==> src/rtl/vpg_pkg.sv <==
`default_nettype none
// ============================================================================
// Module  : vpg_pkg
// Purpose : Shared constants for the video pattern generator: pattern codes,
//           overlay box size and the colour-bar palette helper.
// Ports   : none (package)
// Revision: 1.0 - initial release
// ============================================================================
package vpg_pkg;

  localparam logic [2:0] PAT_BARS  = 3'd0;
  localparam logic [2:0] PAT_GRAD  = 3'd1;
  localparam logic [2:0] PAT_CHECK = 3'd2;
  localparam logic [2:0] PAT_GRID  = 3'd3;
  localparam logic [2:0] PAT_SOLID = 3'd4;

  localparam int BOX_SZ = 32;

  // Bar index to {R,G,B}. Inverting index bits gives the classic order
  // white, yellow, cyan, green, magenta, red, blue, black.
  function automatic logic [23:0] bar_rgb(input logic [2:0] idx);
    return {{8{~idx[1]}}, {8{~idx[2]}}, {8{~idx[0]}}};
  endfunction

endpackage
`default_nettype wire

==> src/rtl/vpg_timing.sv <==
`default_nettype none
// ============================================================================
// Module  : vpg_timing
// Purpose : Raster counters and sync/active decode for the pattern generator.
// Ports   : clk, rst (async, active-low), i_en (advance enable)
//           o_h_cnt / o_v_cnt   - current raster position
//           o_frame_start       - position is (0,0)
//           o_line_end          - last pixel of a line
//           o_frame_end         - last pixel of the frame
//           o_dv / o_hs / o_vs  - combinational decode of the position
// Revision: 1.0 - initial release
// ============================================================================
module vpg_timing
  import vpg_pkg::*;
#(
  parameter int H_ACTIVE = 1280,
  parameter int H_FP     = 110,
  parameter int H_SYNC   = 40,
  parameter int H_BP     = 220,
  parameter int V_ACTIVE = 720,
  parameter int V_FP     = 5,
  parameter int V_SYNC   = 5,
  parameter int V_BP     = 20,
  parameter int HW       = 11,
  parameter int VW       = 10
) (
  input  logic          clk,
  input  logic          rst,
  input  logic          i_en,
  output logic [HW-1:0] o_h_cnt,
  output logic [VW-1:0] o_v_cnt,
  output logic          o_frame_start,
  output logic          o_line_end,
  output logic          o_frame_end,
  output logic          o_dv,
  output logic          o_hs,
  output logic          o_vs
);

  localparam int H_TOTAL = H_ACTIVE + H_FP + H_SYNC + H_BP;
  localparam int V_TOTAL = V_ACTIVE + V_FP + V_SYNC + V_BP;

  localparam logic [HW-1:0] C_H_LAST   = HW'(H_TOTAL - 1);
  localparam logic [HW-1:0] C_H_ACT    = HW'(H_ACTIVE);
  localparam logic [HW-1:0] C_HS_BEG   = HW'(H_ACTIVE + H_FP);
  localparam logic [HW-1:0] C_HS_END   = HW'(H_ACTIVE + H_FP + H_SYNC);
  localparam logic [VW-1:0] C_V_LAST   = VW'(V_TOTAL - 1);
  localparam logic [VW-1:0] C_V_ACT    = VW'(V_ACTIVE);
  localparam logic [VW-1:0] C_VS_BEG   = VW'(V_ACTIVE + V_FP);
  localparam logic [VW-1:0] C_VS_END   = VW'(V_ACTIVE + V_FP + V_SYNC);

  logic [HW-1:0] r_h_cnt;
  logic [VW-1:0] r_v_cnt;
  logic          w_line_end;
  logic          w_frame_end;

  assign w_line_end  = (r_h_cnt == C_H_LAST);
  assign w_frame_end = w_line_end && (r_v_cnt == C_V_LAST);

  always_ff @(posedge clk or negedge rst) begin
    if (!rst) begin
      r_h_cnt <= '0;
      r_v_cnt <= '0;
    end else if (i_en) begin
      if (w_line_end) begin
        r_h_cnt <= '0;
        r_v_cnt <= (r_v_cnt == C_V_LAST) ? '0 : r_v_cnt + VW'(1);
      end else begin
        r_h_cnt <= r_h_cnt + HW'(1);
      end
    end
  end

  assign o_h_cnt       = r_h_cnt;
  assign o_v_cnt       = r_v_cnt;
  assign o_frame_start = (r_h_cnt == '0) && (r_v_cnt == '0);
  assign o_line_end    = w_line_end;
  assign o_frame_end   = w_frame_end;
  assign o_dv          = (r_h_cnt < C_H_ACT) && (r_v_cnt < C_V_ACT);
  assign o_hs          = (r_h_cnt >= C_HS_BEG) && (r_h_cnt < C_HS_END);
  assign o_vs          = (r_v_cnt >= C_VS_BEG) && (r_v_cnt < C_VS_END);

endmodule
`default_nettype wire

==> src/rtl/video_pattern_gen.sv <==
`default_nettype none
// ============================================================================
// Module  : video_pattern_gen
// Purpose : Synthetic video source: raster timing plus 8-bit RGB test
//           patterns, one-cycle registered output.
// Ports   : clk, rst (async, active-low), en (advance enable)
//           sw[2:0] pattern select, sw[7:3] solid grey level
//           tx_red/tx_green/tx_blue, tx_dv, tx_hs, tx_vs - video stream
// Options : VPG_MOVING_BOX_EN - overlay a 32x32 white box that moves each
//           frame on patterns 0-4.
// Revision: 1.0 - initial release
// ============================================================================
module video_pattern_gen
  import vpg_pkg::*;
#(
  parameter int H_ACTIVE = 1280,
  parameter int H_FP     = 110,
  parameter int H_SYNC   = 40,
  parameter int H_BP     = 220,
  parameter int V_ACTIVE = 720,
  parameter int V_FP     = 5,
  parameter int V_SYNC   = 5,
  parameter int V_BP     = 20
) (
  input  logic       clk,
  input  logic       rst,
  input  logic       en,
  input  logic [7:0] sw,
  output logic [7:0] tx_red,
  output logic [7:0] tx_green,
  output logic [7:0] tx_blue,
  output logic       tx_dv,
  output logic       tx_hs,
  output logic       tx_vs
);

  localparam int H_TOTAL = H_ACTIVE + H_FP + H_SYNC + H_BP;
  localparam int V_TOTAL = V_ACTIVE + V_FP + V_SYNC + V_BP;
  localparam int HW      = $clog2(H_TOTAL);
  localparam int VW      = $clog2(V_TOTAL);
  localparam int BAR_W   = H_ACTIVE / 8;
  localparam int PW      = (BAR_W > 1) ? $clog2(BAR_W) : 1;

  localparam logic [PW-1:0] C_BAR_LAST = PW'(BAR_W - 1);

  logic [HW-1:0] w_h_cnt;
  logic [VW-1:0] w_v_cnt;
  logic          w_frame_start;
  logic          w_line_end;
  logic          w_frame_end;
  logic          w_dv;
  logic          w_hs;
  logic          w_vs;

  vpg_timing #(
    .H_ACTIVE (H_ACTIVE), .H_FP (H_FP), .H_SYNC (H_SYNC), .H_BP (H_BP),
    .V_ACTIVE (V_ACTIVE), .V_FP (V_FP), .V_SYNC (V_SYNC), .V_BP (V_BP),
    .HW       (HW),       .VW   (VW)
  ) u_timing (
    .clk           (clk),
    .rst           (rst),
    .i_en          (en),
    .o_h_cnt       (w_h_cnt),
    .o_v_cnt       (w_v_cnt),
    .o_frame_start (w_frame_start),
    .o_line_end    (w_line_end),
    .o_frame_end   (w_frame_end),
    .o_dv          (w_dv),
    .o_hs          (w_hs),
    .o_vs          (w_vs)
  );

  // ---------------------------------------------------------------- pattern
  logic [2:0] r_pat_sel;
  logic [4:0] r_level;
  logic [2:0] w_pat;
  logic [4:0] w_level;

  // At (0,0) the latch is being loaded this very cycle, so the first pixel
  // of the frame must already use the fresh switch value.
  assign w_pat   = w_frame_start ? sw[2:0] : r_pat_sel;
  assign w_level = w_frame_start ? sw[7:3] : r_level;

  always_ff @(posedge clk or negedge rst) begin
    if (!rst) begin
      r_pat_sel <= '0;
      r_level   <= '0;
    end else if (en && w_frame_start) begin
      r_pat_sel <= sw[2:0];
      r_level   <= sw[7:3];
    end
  end

  // Running bar counter tracks h_cnt so bar index needs no divider; the
  // index saturates at 7 to absorb any H_ACTIVE remainder.
  logic [PW-1:0] r_bar_px;
  logic [2:0]    r_bar_idx;

  always_ff @(posedge clk or negedge rst) begin
    if (!rst) begin
      r_bar_px  <= '0;
      r_bar_idx <= '0;
    end else if (en) begin
      if (w_line_end) begin
        r_bar_px  <= '0;
        r_bar_idx <= '0;
      end else if (r_bar_px == C_BAR_LAST) begin
        r_bar_px  <= '0;
        r_bar_idx <= (r_bar_idx == 3'd7) ? 3'd7 : r_bar_idx + 3'd1;
      end else begin
        r_bar_px  <= r_bar_px + PW'(1);
      end
    end
  end

  logic [7:0] w_x_lo8;
  logic       w_y_b5;
  logic [3:0] w_y_lo4;
  logic [23:0] w_pix;
  logic [23:0] w_rgb;

  assign w_x_lo8 = 8'(w_h_cnt);
  assign w_y_b5  = 1'(w_v_cnt >> 5);
  assign w_y_lo4 = 4'(w_v_cnt);

  always_comb begin
    w_pix = '0;
    case (w_pat)
      PAT_BARS:  w_pix = bar_rgb(r_bar_idx);
      PAT_GRAD:  w_pix = {3{w_x_lo8}};
      PAT_CHECK: w_pix = {24{w_x_lo8[5] ^ w_y_b5}};
      PAT_GRID:  w_pix = {24{(w_x_lo8[3:0] == 4'd0) || (w_y_lo4 == 4'd0)}};
      PAT_SOLID: w_pix = {3{w_level, 3'b000}};
      default:   w_pix = '0;
    endcase
  end

`ifdef VPG_MOVING_BOX_EN
  localparam logic [HW-1:0] C_BX_MAX = HW'(H_ACTIVE - BOX_SZ);
  localparam logic [VW-1:0] C_BY_MAX = VW'(V_ACTIVE - BOX_SZ);

  logic [HW-1:0] r_bx;
  logic [VW-1:0] r_by;
  logic [HW-1:0] w_bx_nxt;
  logic [VW-1:0] w_by_nxt;
  logic          w_in_box;

  assign w_bx_nxt = r_bx + HW'(4);
  assign w_by_nxt = r_by + VW'(2);

  // Position moves on the wrap into (0,0) so the whole new frame, including
  // its first pixel, sees the new position.
  always_ff @(posedge clk or negedge rst) begin
    if (!rst) begin
      r_bx <= '0;
      r_by <= '0;
    end else if (en && w_frame_end) begin
      r_bx <= (w_bx_nxt > C_BX_MAX) ? '0 : w_bx_nxt;
      r_by <= (w_by_nxt > C_BY_MAX) ? '0 : w_by_nxt;
    end
  end

  assign w_in_box = (w_h_cnt >= r_bx) && (w_h_cnt < r_bx + HW'(BOX_SZ)) &&
                    (w_v_cnt >= r_by) && (w_v_cnt < r_by + VW'(BOX_SZ));
  assign w_rgb    = (w_in_box && (w_pat <= PAT_SOLID)) ? 24'hFFFFFF : w_pix;
`else
  assign w_rgb    = w_pix;
`endif

  // ---------------------------------------------------------------- outputs
  logic [23:0] r_rgb;
  logic        r_dv;
  logic        r_hs;
  logic        r_vs;

  always_ff @(posedge clk or negedge rst) begin
    if (!rst) begin
      r_rgb <= '0;
      r_dv  <= 1'b0;
      r_hs  <= 1'b0;
      r_vs  <= 1'b0;
    end else if (en) begin
      r_rgb <= w_dv ? w_rgb : 24'h0;
      r_dv  <= w_dv;
      r_hs  <= w_hs;
      r_vs  <= w_vs;
    end
  end

  assign tx_red   = r_rgb[23:16];
  assign tx_green = r_rgb[15:8];
  assign tx_blue  = r_rgb[7:0];
  assign tx_dv    = r_dv;
  assign tx_hs    = r_hs;
  assign tx_vs    = r_vs;

endmodule
`default_nettype wire
==> config.mk <==
export PLATFORM = sky130hd
export DESIGN_NAME = video_pattern_gen
export DESIGN_NICKNAME = d
export VERILOG_FILES = /design/src/rtl/vpg_pkg.sv /design/src/rtl/vpg_timing.sv /design/src/rtl/video_pattern_gen.sv
export SDC_FILE = /design/constraint.sdc
export NUM_CORES = 1
export LEC_CHECK = 0
export ABC_AREA = 1
export BUFFER_PORTS_ARGS = -buffer_cell sky130_fd_sc_hd__buf_2
export CORE_MARGIN = 5
export CORE_UTILIZATION = 53
export CTS_CLUSTER_DIAMETER = 150
export DETAILED_ROUTE_END_ITERATION = 7
export GPL_TIMING_DRIVEN = 0
export PLACE_DENSITY_LB_ADDON = 0.1
export SYNTH_ARGS = -nofsm -noshare
export SYNTH_HDL_FRONTEND = slang
export SYNTH_SLANG_ARGS = --single-unit
==> constraint.sdc <==
create_clock -name clk -period 2 [get_ports clk]
set_input_delay 0.1 -clock clk [delete_from_list [all_inputs] [get_ports clk]]
set_output_delay 0.1 -clock clk [all_outputs]
set_load 0.005 [all_outputs]
# After elaboration in Yosys (flattened, before gate mapping)
# Cells that the tools add are included.
totals:
  register_bits: 67
  in_bits: 11
  output_inout_bits: 27
  word_cells: 57
op_classes:
  n_addsub: 4
  magnitude_cmp: 6
  eq_ne: 8
  mux: 11
  bitwise_logic: 4
  reduce_logical: 14
ops:
  columns: ["operator", "n"]
  rows:
  - ["case mux 24 bit (5 select lines)", 1]
  - ["2-to-1 mux 24 bit", 1]
  - ["< comparator 11 bit, second input constant", 2]
  - ["< comparator 10 bit, second input constant", 2]
  - ["2-to-1 mux 8 bit", 2]
  - ["2-to-1 mux 3 bit", 4]
  - ["adder 11 x 1 -> 11 bit, second input constant", 1]
  - ["equality test 11 bit, second input constant", 1]
  - [">= comparator 11 bit, second input constant", 1]
  - ["logical NOT 11 bit", 1]
  - ["2-to-1 mux 11 bit", 1]
  - ["adder 10 x 1 -> 10 bit, second input constant", 1]
  - ["equality test 10 bit, second input constant", 1]
  - [">= comparator 10 bit, second input constant", 1]
  - ["logical NOT 10 bit", 1]
  - ["2-to-1 mux 10 bit", 1]
  - ["adder 8 x 1 -> 8 bit, second input constant", 1]
  - ["equality test 8 bit, second input constant", 1]
  - ["logical NOT 4 bit", 2]
  - ["equality test 3 x 2 -> 1 bit, second input constant", 2]
  - ["equality test 3 bit, second input constant", 2]
  - ["logical AND 1 bit", 5]
  - ["2-to-1 mux 5 bit", 1]
  - ["AND reduction 2 bit", 2]
  - ["7 further kinds", 9]

# Logic depth before layout (Yosys ltp)
logic_depth:
  word_depth: 6
  depth_mapped: 13
  mapped_depth_nobuf: 13

# By module
# A second synthesis with hierarchy kept.
hier_totals:
  cells_unflattened: 514
  hier_area_um2: 3926.3
modules_own_cells:
  columns: ["module", "instances", "cells_each", "area_each_um2", "seq_area_each_um2"]
  rows:
  - ["video_pattern_gen", 1, 295, 2427.3, 1151.1]
  - ["vpg_timing", 1, 219, 1498.9, 525.5]

# Least setup slack after synthesis
# Ideal clock, no wire load.
synth_path:
  path_kind: "reg2reg"
  from: "register u_timing.r_v_cnt[0], in the netlist u_timing.o_v_cnt[0]"
  to: "register r_rgb[23]"
  setup_ps: 117
  arrival_time_ps: 1816
  required_ps: 1883
  path_slack_ps: 67
  path_stages_with_launch: 13
  path_buffers: 1
  period_less_slack_ps: 1933
  cell_sequence: "dfrtp_1 -> inv_1 -> ha_1 -> nand2_1 -> nor2_4 -> nand3_4 -> nand2_2 -> nand2_4 -> buf_4 -> nand4_1 -> nand4_1 -> nand2_1 -> nand2_1"
synth_between:
  elab_chain_cells: 6
  elab_cells_between_ends: 15
  cone_classes: "order compare (1); eq/ne (4); mux (4); reduce/logical (6)"
synth_rtl:
  columns: ["item", "line_no", "rtl"]
  rows:
  - ["start, declared", "vpg_timing.sv:53", "logic [VW-1:0] r_v_cnt;"]
  - ["start signal, assigned", "vpg_timing.sv:67", "r_v_cnt <= (r_v_cnt == C_V_LAST) ? '0 : r_v_cnt + VW'(1);"]
  - ["logical NOT 10 bit", "vpg_timing.sv:76", "assign o_frame_start = (r_h_cnt == '0) && (r_v_cnt == '0);"]
  - ["logical AND 1 bit", "vpg_timing.sv:76", null]
  - ["2-to-1 mux 3 bit", "video_pattern_gen.sv:81", "assign w_pat = w_frame_start ? sw[2:0] : r_pat_sel;"]
  - ["equality test 3 bit, or another cell as far along", "video_pattern_gen.sv:128", "case (w_pat)"]
  - ["case mux 24 bit (5 select lines)", "video_pattern_gen.sv:128", null]
  - ["2-to-1 mux 24 bit *", "video_pattern_gen.sv:183", "r_rgb <= w_dv ? w_rgb : 24'h0;"]
  - ["end signal, assigned", "video_pattern_gen.sv:183", null]
  - ["end, declared", "video_pattern_gen.sv:171", "logic [23:0] r_rgb;"]
# Mark *: on every way between the ends. The rest lies on a longest branch, timed or not.
# A chain may end at the register's enable or synchronous reset.

# Worst setup path after layout
layout_path:
  from: "register u_timing.r_v_cnt[0], in the netlist u_timing.o_v_cnt[0]"
  to: "register r_rgb[12]"
# Same word-level chain as after synthesis.

==> key figures <==
Outcome
  • Status: complete, but fails checks
  • Failing checks: setup timing

Logic synthesis
  • Synth unique cells: 39
  • Post-Syn Nets: 484
  • YS warnings: 0
  • Post-synthesis sequential area ratio: 0.441
  • Synthesized area: 0.00380 mm^2
  • Async set-reset flop share out of synthesis: 1.00
  • Synth Flop Type: dfrtp_1
  • Yosys reg bits: 67
  • EDFF count, synth: 0
  • Mapped Avg Cell Area: 8.18 um^2
  • Synth Instances: 465

Worst setup path
  • CP Capture Type: flop
  • Setup crit start kind: flop
  • WP data arrival: 2.36 ns
  • Critical Path, Cell by Cell: inv_2, ha_4, nand2_4, nor2_4, nand4_1, nand2_8, buf_6, nor2_4, nand3_4, buf_6, nand4_1, nand2_1, nand2_1
  • Critical path type: reg -> reg
  • Required time worst endpoint: 2.24 ns
  • R2R depth: 13
  • Largest stage delay on the critical path: 0.39 ns
  • Crit Path Max Fanout: 7
  • Crit path max-delay cell type: dfrtp_1

Timing
  • Hold Vio Cnt, Final: 0
  • Setup Viol. Count Final: 24
  • Clk_skew: 0.0136 ns
  • Final Cycle Share: 1.06
  • Setup TNS: -1.88 ns
  • Worst rel slew slack: 0.439
  • Worst Max-Slew Pin Slew: 0.841 ns
  • Fin crit period: 2.12 ns
  • Final worst setup slack: -0.123 ns
  • Hold slack: 0.000563 ns
  • Max frequency: 471 MHz
  • Final slew viol count: 0
  • RSZ-0062 raised after global routing: yes

Hold path
  • Hold crit path type: in -> reg
  • Hold depth: 2

Clock network
  • Num CTS Buffers: 9
  • Clk root buf: clkbuf_8
  • CTS tree: done
  • Clk_lat worst skew: 0.35 ns
  • # H-tree levels: 3
  • # clock sinks: 67
  • CTS Buffer Depth: 2
  • Clock-pin slew on the worst setup and hold paths: 0.07 ns

Detailed routing
  • Via/cell ratio: 5.56
  • Via count: 3710
  • Final WL: 10500 um
  • TritonRoute pass-1 iters: 4
  • 1st-iter DRT viols: 179
  • Wire length per cell: 15.7 um
  • Drt drc: 0
  • Final ANT Viol Nets: 0

Place
  • Place WS: -0.301 ns
  • Half-perimeter wire length after placement: 6540 um
  • Placed cell count: 598
  • GPL Wtd Cong: 0.864
  • Port Buffer Count: 37

Pwr
  • Seq pwr share: 0.468
  • Max VDD drop: 0.546 mV
  • Leak: 2.56 nW
  • Internal power: 0.00243 W
  • Psw: 0.00113 W
  • Pwr per Cell Area: 730 mW/mm^2
  • Comb power frac: 0.223
  • Clock power share: 0.308
  • Sw frac: 0.317

Cells and area
  • Post-layout nets: 585
  • Final std cells w/o fill: 667
  • Synth-to-Final Area Change: 28.0%
  • Share of layout cells above drive strength 1: 0.296
  • ANT cells: 0
  • Util after Layout: 0.705

Die
  • DIE HEIGHT: 94.7 um
  • Starting Density: 0.551
  • I/O pins: 38
  • DIE AREA: 0.00897 mm^2
  • Placement Rows: 30
  • Die width: 94.7 um
  • Core ar.: 0.00691 mm^2

GRT
  • Congestion Overflow GR: 0
  • Vias in the first global route: 3401
  • First-pass GRT wire length: 16200 um
  • Initial antenna violation count: 0
  • Total track usage: 0.230
  • Largest net degree at the start of global routing: 68

Run
  • Max Cap Violations: 0
[cells in the mapped netlist, types with 2 or more instances]
library cell  instances  area [um^2]
ha_1                  8          100
nor2_4                5         56.3
nand3_1              26          130
clkbuf_1              5         18.8
nor3_1               15         75.1
o21ai_0              18         90.1
xor2_1                8         70.1
nor2_1               29          109
nor4_1                3         18.8
nand4_1              44          275
nand2_1             133          499
inv_1                41          154
nand2_4               4         45.0
inv_2                 6         22.5
dfrtp_1              67         1680
nor3b_1               2         15.0
a21oi_1              14         70.1
nand2_2               5         31.3
nand3_4               2         35.0
mux2_2                5         56.3
buf_6                 6         67.6
a211oi_1              2         15.0
[stage by stage]
stage               total power, W  area, um^2
detailed placement         0.00235        4110
floorplan                  0.00214        3800
global route               0.00377        4870
global placement           0.00233        4110
CTS                        0.00352        4560
finish                     0.00356        4870
[metal layers]
layer | routed length [um] | part of all wire | global-route usage | up-vias
met1 | 4430 | 0.42 | 0.303 | 1770
met4 | 339 | 0.032 | 0.0853 | 0
li1 | - | - | - | 1768
met2 | 5150 | 0.49 | 0.380 | 138
met3 | 549 | 0.052 | 0.0390 | 34
met5 | 0 | 0 | 0 | -
[critical path: cells and delay by family (launching register included)]
kind	cells	cell delay, ns
simple gates	9	1.11
flops	1	0.39
buf+inv	3	0.35
fa+ha+maj	1	0.16
[cells by family (layout without fill, tap and decap cells)]
kind of cell             count (synthesis)  count (layout)  share of synthesized area
AND/OR/NAND/NOR                        273             273                      0.357
buffers and inverters                   61             167                     0.0734
XOR/XNOR                                 9               9                     0.0207
adder cells (fa/ha/maj)                  8               8                     0.0263
AO/OA/AOI/OAI                           41              41                     0.0641
multiplexers                             6               6                     0.0174
flip-flops                              67              67                      0.441
[what timing repair did]
item                                    in CTS  in global routing
hold buffers                                 2                  0
endpoints found under the setup margin      31                 39
resized for setup                           15                 37
cloned                                       2                  2
setup buffers                               24                 23
hold endpoints to repair                    68                  0
pin swaps                                    9                 25
[cells in the final DEF (no fill, tap or decap), types with 15 or more instances in the layout]
cell / instances
nand3_1: 18
nor3_1: 15
nand4_1: 44
nand2_1: 126
dfrtp_1: 67
buf_6: 17
nor2_1: 25
buf_2: 37
o21ai_0: 17
buf_4: 41
inv_1: 37
[final cells by class]
type,instances,area (um^2)
buffer,12,98.8
timing repair buffer,90,626
clock inverter,5,53.8
tap,96,120
fill,569,2040
sequential,67,1680
multi-input combinational,337,1970
clock buffer,11,131
inverter,49,189
[final timing paths]
check	slack [ns]	endpoint	start
setup / recovery	-0.12	r_rgb[12]	u_timing.o_v_cnt[0]
hold / removal	0.0006	r_level[0]	sw[3]
setup reg to reg	-0.12	r_rgb[12]	u_timing.o_v_cnt[0]
hold reg to reg	0.48	r_rgb[19]	r_rgb[19]
max in group asynchronous	1.04	u_timing.o_h_cnt[8]	rst
min in group asynchronous	0.38	r_pat_sel[1]	rst
[power by group through the flow]
stage          Clock, W  Combinational (W)  Sequential, W
2_1_floorplan         0           0.000469        0.00167
6_report        0.00110           0.000793        0.00167
3_5_place_dp          0           0.000656        0.00169
4_1_cts         0.00111           0.000759        0.00166
5_1_grt         0.00118           0.000901        0.00169
3_3_place_gp          0           0.000642        0.00168
[registers in the layout (all words and copies together), names as in the netlist]
name,cells
r_rgb,24
tx_dv,1
tx_vs,1
r_pat_sel,3
u_timing.o_v_cnt,10
tx_hs,1
u_timing.o_h_cnt,11
r_bar_idx,3
r_level,5
r_bar_px,8
Power figures use the tool's default switching activity.
